[config.mk]
export PLATFORM = sky130hd
export DESIGN_NAME = mode_switch_ctrl_flat
export DESIGN_NICKNAME = d
export VERILOG_FILES = /design/src/rtl/dds_mode_pkg.sv /design/src/rtl/mode_switch_ctrl_if.sv /design/src/rtl/gain_scaler.sv /design/src/rtl/mode_switch_ctrl.sv /design/src/flat_wrapper.sv
export SDC_FILE = /design/constraint.sdc
export NUM_CORES = 1
export LEC_CHECK = 0
export ABC_CLOCK_PERIOD_IN_PS = 7100
export CORE_MARGIN = 5
export CORE_UTILIZATION = 50
export CTS_BUF_LIST = sky130_fd_sc_hd__clkbuf_4 sky130_fd_sc_hd__clkbuf_8
export CTS_CLUSTER_DIAMETER = 40
export DETAILED_ROUTE_END_ITERATION = 16
export GPL_TIMING_DRIVEN = 0
export PLACE_DENSITY = 0.7
export RECOVER_POWER = 25
export SLEW_MARGIN = 20
export SYNTH_ARGS = -nofsm -noshare
export SYNTH_HDL_FRONTEND = slang
export SYNTH_HIERARCHICAL = 1
export SYNTH_SLANG_ARGS = --single-unit
[constraint.sdc]
create_clock -name clk_100M -period 7.1 [get_ports clk_100M]
set_clock_uncertainty 0.1 [all_clocks]
set_input_delay 1.065 -clock clk_100M [delete_from_list [all_inputs] [get_ports clk_100M]]
set_output_delay 1.065 -clock clk_100M [all_outputs]
set_load 0.05 [all_outputs]
[src/rtl/dds_mode_pkg.sv]
// Shared definitions for the DDS output-mode path: mode codes, sequencer states and gain scale.
package dds_mode_pkg;

    localparam logic [2:0] MODE_SIN   = 3'd0;
    localparam logic [2:0] MODE_AM    = 3'd1;
    localparam logic [2:0] MODE_FM    = 3'd2;
    localparam logic [2:0] MODE_AM_DE = 3'd3;
    localparam logic [2:0] MODE_FM_DE = 3'd4;
    localparam logic [2:0] MODE_MAX   = 3'd4;

    localparam logic [8:0] GAIN_UNITY = 9'd256;

    typedef enum logic [2:0] {
        IDLE,
        FADE_OUT,
        SWITCH,
        SETTLE,
        FADE_IN
    } state_t;

    function automatic logic mode_valid(input logic [2:0] m);
        return m <= MODE_MAX;
    endfunction

endpackage

[src/rtl/mode_switch_ctrl_if.sv]
// Mode-change request handshake between the command decoder and the mode sequencer.
interface mode_switch_ctrl_if;
    logic       req_valid;
    logic [2:0] req_mode;
    logic       req_ready;
    logic       req_err;

    modport master (output req_valid, req_mode, input req_ready, req_err);
    modport slave  (input req_valid, req_mode, output req_ready, req_err);
endinterface

[src/rtl/gain_scaler.sv]
// Registered envelope multiply: sig_out = (sig_in * gain) >>> 8, floor truncation.
module gain_scaler (
    input  logic               clk_100M,
    input  logic               rst,
    input  logic signed [15:0] sig_in,
    input  logic        [8:0]  gain,
    output logic signed [15:0] sig_out
);

    logic signed [25:0] prod;

    // gain is zero-extended so it multiplies as a non-negative value
    assign prod = sig_in * $signed({1'b0, gain});

    always_ff @(posedge clk_100M) begin
        if (rst) begin
            sig_out <= '0;
        end else begin
            sig_out <= 16'(prod >>> 8);
        end
    end

endmodule

[src/rtl/mode_switch_ctrl.sv]
// Click-free DDS output-mode sequencer: fade out, switch mode, settle, fade back in.
//
//   state    | meaning
//   IDLE     | gain at unity, accepting mode-change requests
//   FADE_OUT | gain ramps down one step per tick wrap until 0
//   SWITCH   | one cycle at zero gain; mode_sel takes the pending mode
//   SETTLE   | zero gain held SETTLE_CYC cycles while the new path settles
//   FADE_IN  | gain ramps up one step per tick wrap until unity
module mode_switch_ctrl
    import dds_mode_pkg::*;
#(
    parameter int TICK_DIV   = 100,
    parameter int RAMP_STEP  = 1,
    parameter int SETTLE_CYC = 1000
) (
    input  logic               clk_100M,
    input  logic               rst,
    mode_switch_ctrl_if.slave  req,
    input  logic signed [15:0] sig_in,
    output logic signed [15:0] sig_out,
    output logic        [2:0]  mode_sel,
    output logic               busy,
    output logic        [8:0]  gain
);

    localparam int TW = (TICK_DIV > 1) ? $clog2(TICK_DIV) : 1;
    localparam int SW = (SETTLE_CYC > 1) ? $clog2(SETTLE_CYC) : 1;
    localparam logic [TW-1:0] TICK_LAST   = TW'(TICK_DIV - 1);
    localparam logic [SW-1:0] SETTLE_LOAD = SW'(SETTLE_CYC - 1);
    localparam logic [9:0]    STEP        = 10'(RAMP_STEP);

    state_t        state, state_next;
    logic [TW-1:0] tick, tick_d;
    logic [SW-1:0] settle_cnt, settle_d;
    logic [8:0]    gain_d;
    logic [2:0]    mode_d, pending, pending_d;
    logic          err_d, err_q, ready_q;
    logic          accept, tick_wrap;
    logic [9:0]    gain_up_w;
    logic [8:0]    gain_up, gain_dn;

    assign accept    = req.req_valid && ready_q;
    assign tick_wrap = (tick == TICK_LAST);
    assign gain_up_w = {1'b0, gain} + STEP;
    assign gain_up   = (gain_up_w >= 10'(GAIN_UNITY)) ? GAIN_UNITY : gain_up_w[8:0];
    assign gain_dn   = ({1'b0, gain} > STEP) ? (gain - STEP[8:0]) : 9'd0;

    assign req.req_ready = ready_q;
    assign req.req_err   = err_q;

    always_ff @(posedge clk_100M) begin
        if (rst) begin
            state      <= IDLE;
            tick       <= '0;
            settle_cnt <= '0;
            gain       <= GAIN_UNITY;
            mode_sel   <= MODE_SIN;
            pending    <= MODE_SIN;
            err_q      <= 1'b0;
            busy       <= 1'b0;
            ready_q    <= 1'b1;
        end else begin
            state      <= state_next;
            tick       <= tick_d;
            settle_cnt <= settle_d;
            gain       <= gain_d;
            mode_sel   <= mode_d;
            pending    <= pending_d;
            err_q      <= err_d;
            // registered from the next state so busy/ready never overlap
            busy       <= (state_next != IDLE);
            ready_q    <= (state_next == IDLE);
        end
    end

    always_comb begin
        state_next = state;
        case (state)
            IDLE:     if (accept && mode_valid(req.req_mode) && (req.req_mode != mode_sel))
                          state_next = FADE_OUT;
            FADE_OUT: if (tick_wrap && (gain_dn == 9'd0)) state_next = SWITCH;
            SWITCH:   state_next = SETTLE;
            SETTLE:   if (settle_cnt == '0) state_next = FADE_IN;
            FADE_IN:  if (tick_wrap && (gain_up == GAIN_UNITY)) state_next = IDLE;
            default:  state_next = IDLE;
        endcase
    end

    always_comb begin
        tick_d    = tick_wrap ? '0 : tick + 1'b1;
        settle_d  = settle_cnt;
        gain_d    = gain;
        mode_d    = mode_sel;
        pending_d = pending;
        err_d     = 1'b0;
        case (state)
            IDLE: begin
                tick_d = '0;
                if (accept) begin
                    if (!mode_valid(req.req_mode)) err_d = 1'b1;
                    else                           pending_d = req.req_mode;
                end
            end
            FADE_OUT: if (tick_wrap) gain_d = gain_dn;
            SWITCH: begin
                tick_d   = '0;
                mode_d   = pending;
                settle_d = SETTLE_LOAD;
            end
            SETTLE: begin
                tick_d = '0;
                if (settle_cnt != '0) settle_d = settle_cnt - 1'b1;
            end
            FADE_IN: if (tick_wrap) gain_d = gain_up;
            default: tick_d = '0;
        endcase
    end

    gain_scaler u_gain_scaler (
        .clk_100M (clk_100M),
        .rst      (rst),
        .sig_in   (sig_in),
        .gain     (gain),
        .sig_out  (sig_out)
    );

endmodule

[src/flat_wrapper.sv]
// flat-port wrapper written by rule: the top's interface ports become plain ports
module mode_switch_ctrl_flat import dds_mode_pkg::*;
#(
    parameter int TICK_DIV   = 100,
    parameter int RAMP_STEP  = 1,
    parameter int SETTLE_CYC = 1000
)
  (clk_100M, rst, sig_in, sig_out, mode_sel, busy, gain, req_req_valid, req_req_mode, req_req_ready, req_req_err);
  mode_switch_ctrl_if req_i ();
  input  logic clk_100M;
  input  logic rst;
  input  logic signed [15:0] sig_in;
  output logic signed [15:0] sig_out;
  output logic        [2:0] mode_sel;
  output logic busy;
  output logic        [8:0] gain;
  input wire logic [$bits(req_i.req_valid)-1:0] req_req_valid;
  input wire logic [$bits(req_i.req_mode)-1:0] req_req_mode;
  output wire logic [$bits(req_i.req_ready)-1:0] req_req_ready;
  output wire logic [$bits(req_i.req_err)-1:0] req_req_err;
  assign req_i.req_valid = req_req_valid;
  assign req_i.req_mode = req_req_mode;
  assign req_req_ready = req_i.req_ready;
  assign req_req_err = req_i.req_err;
  mode_switch_ctrl #(.TICK_DIV(TICK_DIV), .RAMP_STEP(RAMP_STEP), .SETTLE_CYC(SETTLE_CYC)) u_core (.clk_100M(clk_100M), .rst(rst), .req(req_i), .sig_in(sig_in), .sig_out(sig_out), .mode_sel(mode_sel), .busy(busy), .gain(gain));
endmodule
== Word level (Yosys, flattened, before mapping) ==
Index checks and enable logic that the tools add are counted.

* Register bits after elaboration: 54
* Output and inout bits: 31
* Word-level logic and storage cells: 63

* Equality and inequality tests: 10
* Add/sub/neg operators: 4
* $mul: 1
* Multiplexer cells: 13
* $lt $le $gt $ge: 3
* Reduce and logical (&&, ||, !) cells: 19
* Bitwise gates (word level): 3

{| class="wikitable"
|+ Operator list
! kind !! number
|-
| $mux W9 || 4
|-
| $mul A16 B10 Y24 || 1
|-
| $pmux W10 S2 || 1
|-
| $pmux W9 S2 || 1
|-
| $pmux W3 S5 || 1
|-
| $mux W3 || 4
|-
| $add A9 B1 Y10 const B || 1
|-
| $ge A10 B9 Y1 const B || 1
|-
| $logic_not A10 Y1 || 1
|-
| $mux W10 || 1
|-
| $reduce_bool A10 Y1 || 1
|-
| $sub A10 B1 Y10 const B || 1
|-
| $eq A9 B9 Y1 const B || 1
|-
| $gt A9 B1 Y1 const B || 1
|-
| $logic_not A9 Y1 || 1
|-
| $sub A9 B1 Y9 const B || 1
|-
| $add A7 B1 Y7 const B || 1
|-
| $eq A7 B7 Y1 const B || 1
|-
| $eq A3 B2 Y1 const B || 2
|-
| $logic_not A3 Y1 || 2
|-
| $ne A2 B1 Y1 const B || 3
|-
| $reduce_and A3 Y1 || 2
|-
| $reduce_or A3 Y1 || 2
|-
| $logic_and A1 B1 Y1 || 5
|-
| other kinds (10) || 13
|}

== Longest topological paths before layout ==
* Depth in word-level cells: 8
* Depth in mapped cells: 19

== By module ==
The synthesis kept the hierarchy.

{| class="wikitable"
|+ Modules (own cells, without submodules)
! module !! area each (um^2) !! cells each !! seq. area each (um^2) !! times used
|-
| gain_scaler || 5,250.0 || 581 || 320.3 || 1
|-
| mode_switch_ctrl || 2,218.4 || 268 || 760.7 || 1
|}

== Least setup slack after synthesis ==
No wires, ideal clock.

* Path kind: input to register
* From: input port sig_in[5]
* To: register u_core.u_gain_scaler.sig_out[14]
* Stages on the path: 19
* Slack: 1,122 ps
* Path buffers: 1
* Data arrival time: 5,757 ps
* Path through: clkbuf_1 nand2_1 fa_1 inv_1 fa_1 inv_1 fa_1 inv_1 fa_1 inv_1 fa_1 inv_1 ha_1 or3_1 a211oi_2 a2111o_1 nand3_2 a31oi_1 mux2_2

* Cells in the longest elaborated chain, start to end: 1

{| class="wikitable"
|+ RTL lines
! what !! RTL line !! text
|-
| start: declaration || flat_wrapper.sv:12 || <nowiki>input logic signed [15:0] sig_in;</nowiki>
|-
| $mul A16 B10 Y24 || gain_scaler.sv:13 || <nowiki>assign prod = sig_in * $signed({1'b0, gain});</nowiki>
|-
| end signal: assignment || gain_scaler.sv:19 || <nowiki>sig_out <= 16'(prod >>> 8);</nowiki>
|-
| end: declaration || gain_scaler.sv:7 || <nowiki>output logic signed [15:0] sig_out</nowiki>
|}

Every way passes these cells.
A chain may end at the register's enable or synchronous reset.

== Worst setup path in the final report ==
* From: input port sig_in[8]
* To: register u_core.u_gain_scaler.sig_out[14]

Same word-level chain as after synthesis.

==> results.yml <==
status:
  status: "finished, final reports clean"
placed_design:
  pre_cts_ws_ns: 0.116
  place_hpwl_um: 13600
  gp_congestion: 0.897
  portBuffers: 48
  placed_cell_area_sq_um: 8180
drt:
  dr_total_vias: 5955
  ant_nets: 0
  routed_wl_um: 17100
  drt_iter0_markers: 361
  drc: 0
  via_per_inst: 5.47
  wire_per_inst_um: 15.7
  drt-pass1-iter-count: 5
floorplanning:
  row_count: 44
  start_util_pct: 51.2
  ios: 53
  die-area_sq_um: 17500
  die_w_um: 132
  core_sq_um: 14600
  die_h_um: 132
setup_path:
  reg2reg_from: "u_core/gain[2]$_SDFFE_PP0P_"
  r2r_cells: 17
  critPathArrivalTime_ns: 6.84
  r2r_slack_ns: 0.89
  reg2reg_to: "u_core/u_gain_scaler/sig_out[14]$_SDFF_PP0_"
  worstSetupPathType: "in -> reg"
  worst-path-max-fanout: 9
  start_kind: "input port"
  worstPathRequired_ns: 7.24
  endpoint_kind: "register"
synth:
  ys_ff_latch: 54
  ys_types: 76
  synth_area_per_cell_sq_um: 8.80
  syn_inst: 849
  ys.flop_type: "dfxtp_1"
  synthesis.area_sq_um: 7470
  yosysWarnings: 6
  seq_area_frac_synth_pct: 14.5
  synth_edf_count: 0
  synth_nets: 1040
  async_flop_share_pct: 0
clock_tree:
  cts_root_buf: "clkbuf_8"
  clkSinkCount: 54
  ctsHtreeMaxLevel: 2
  cts_setup_buffers: 0
  cts_tree: "done"
  clkTransAtPathRegs_ns: 0.11
  numCtsBuffers: 5
  hold_buffers: 0
  cts_resized: 0
  clk-insertion-delay-late_ns: 0.35
  clockBufferDepth: 2
finish:
  layout_commonest_cell: "inv_1"
  final_cell_mix: "inv_1, fa_1, nand2_1"
  drive_gt1_share_pct: 4.86
  areaGrowthSynthToFinish_pct: 10.9
  final_util_pct: 56.8
  final_nets: 1095
  stdcell_area_sq_um: 8290
  antenna-diode-count: 0
timing:
  setup_viol: 0
  fin_crit_sh_pct: 94.4
  min_period_ns: 6.70
  rsz0062_at_grt: "false"
  worstMarginPinSlew_ns: 0.634
  whs_ns: 0.348
  fmax_ghz: 0.149
  finalHoldViolations: 0
  setup_tns_ns: 0
  relSlewSlack_pct: 57.7
  drv_slew: 0
  layout_setup_ws_ns: 0.396
min_path:
  worstHoldStart: "u_core/tick[0]$_SDFF_PP0_"
  whs_path_depth: 1
  hold_path.class: "reg -> reg"
  whs_endpoint: "u_core/tick[0]$_SDFF_PP0_"
global_route:
  grt_max_degree: 19
  antenna_found_initial: 0
  grt_pass1_vias: 6009
  grtUsageMet2_pct: 33.7
  grt_busiest_layer: "met2"
  grt_util_all_layers_pct: 20.3
  grt_pass1_wl_um: 29400
  use_met1_pct: 27.7
  grt.overflow.total: 0
  use_met3_pct: 3.28
power:
  pwr_density_cell_nw_per_um2: 82.9
  p_leak_uw: 0.00390
  vdd_drop_max_mv: 0.0935
job:
  cap_violations: 0
==> power by group <==
part / leakage, uW / switching [uW] / internal [uW] / total (uW)
combinational: 0.00341 / 86.8 / 50.7 / 137
clock: 0.0000563 / 126 / 108 / 234
sequential: 0.000441 / 3.45 / 312 / 315
==> metrics by stage <==
| step | total power, uW | instances |
|---|---|---|
| finish | 687 | 1089 |
| global route | 725 | 1089 |
| CTS | 699 | 1089 |
| detailed placement | 460 | 1081 |
| global placement | 459 | 1081 |
| floorplan | 410 | 849 |
==> state kept, by name, summed over array words and instances, names as in the netlist <==
signal	count
u_core/gain	9
u_core/u_gain_scaler/sig_out	16
u_core/settle_cnt	10
u_core/tick	7
u_core/busy	1
u_core/req.req_err	1
u_core/req.req_ready	1
u_core/mode_sel	3
u_core/state	3
u_core/pending	3
==> cells in the mapped netlist (all sizes together), types with 9 or more instances <==
library cell	instances	area share, %
o21ai	16	1.1
xnor2	15	1.8
nor3	22	1.5
inv	143	7.2
ha	55	9.2
and2	77	6.4
clkbuf	22	1.1
nand2	91	4.6
nand3	17	1.2
a211oi	9	1.0
dfxtp	54	14
buf	11	0.87
fa	114	31
xor2	18	2.1
and3	10	0.85
nand4	16	1.5
a21oi	28	1.9
nor2	40	2.1
==> layout make-up <==
type                            instances  area, sq um
Clock inverter                          3         48.8
Sequential cell                        54         1080
Inverter                              143          537
Clock buffer                            5         68.8
Buffer                                 33          144
Tap cell                              184          230
Multi-Input combinational cell        619         5700
Fill cell                            1344         6300
Timing Repair Buffer                   48          480
==> kinds of logic after synthesis <==
logic type,synth area share [%]
adders and majority gates,39.8
and+or+nand+nor,21.9
DFF,14.5
xor gates and xnor gates,3.87
muxes,0.486
AOI/OAI and AO/OA,10.3
buffers and inverters,9.18
==> worst max-delay path, stage by stage <==
cell,delay (ns)
clkdlybuf4s50_1,0.76
nand2_1,0.15
fa_1,0.55
inv_1,0.05
fa_1,0.53
fa_1,0.44
fa_1,0.54
inv_1,0.05
fa_1,0.52
inv_1,0.04
ha_1,0.34
a21oi_1,0.30
o21ai_0,0.27
a2bb2oi_1,0.44
nand3_2,0.19
a31oi_1,0.24
mux2_2,0.35
==> routing by layer <==
metal	vias up	routed length [um]
met4	0	350
li1	2854	-
met5	-	0
met2	136	8310
met3	23	737
met1	2942	7650
==> worst max path at each step <==
stage                     startpoint                                          end  slack, ns
after floorplan            sig_in[5]  u_core/u_gain_scaler/sig_out[14]$_SDFF_PP0_       1.12
after global placement     sig_in[8]  u_core/u_gain_scaler/sig_out[14]$_SDFF_PP0_       0.17
after detailed placement   sig_in[8]  u_core/u_gain_scaler/sig_out[14]$_SDFF_PP0_       0.12
after CTS                  sig_in[8]  u_core/u_gain_scaler/sig_out[14]$_SDFF_PP0_       0.48
after global routing       sig_in[8]  u_core/u_gain_scaler/sig_out[14]$_SDFF_PP0_       0.13
final                      sig_in[8]  u_core/u_gain_scaler/sig_out[14]$_SDFF_PP0_       0.40
No activity file was read; power rests on OpenSTA's default activity.
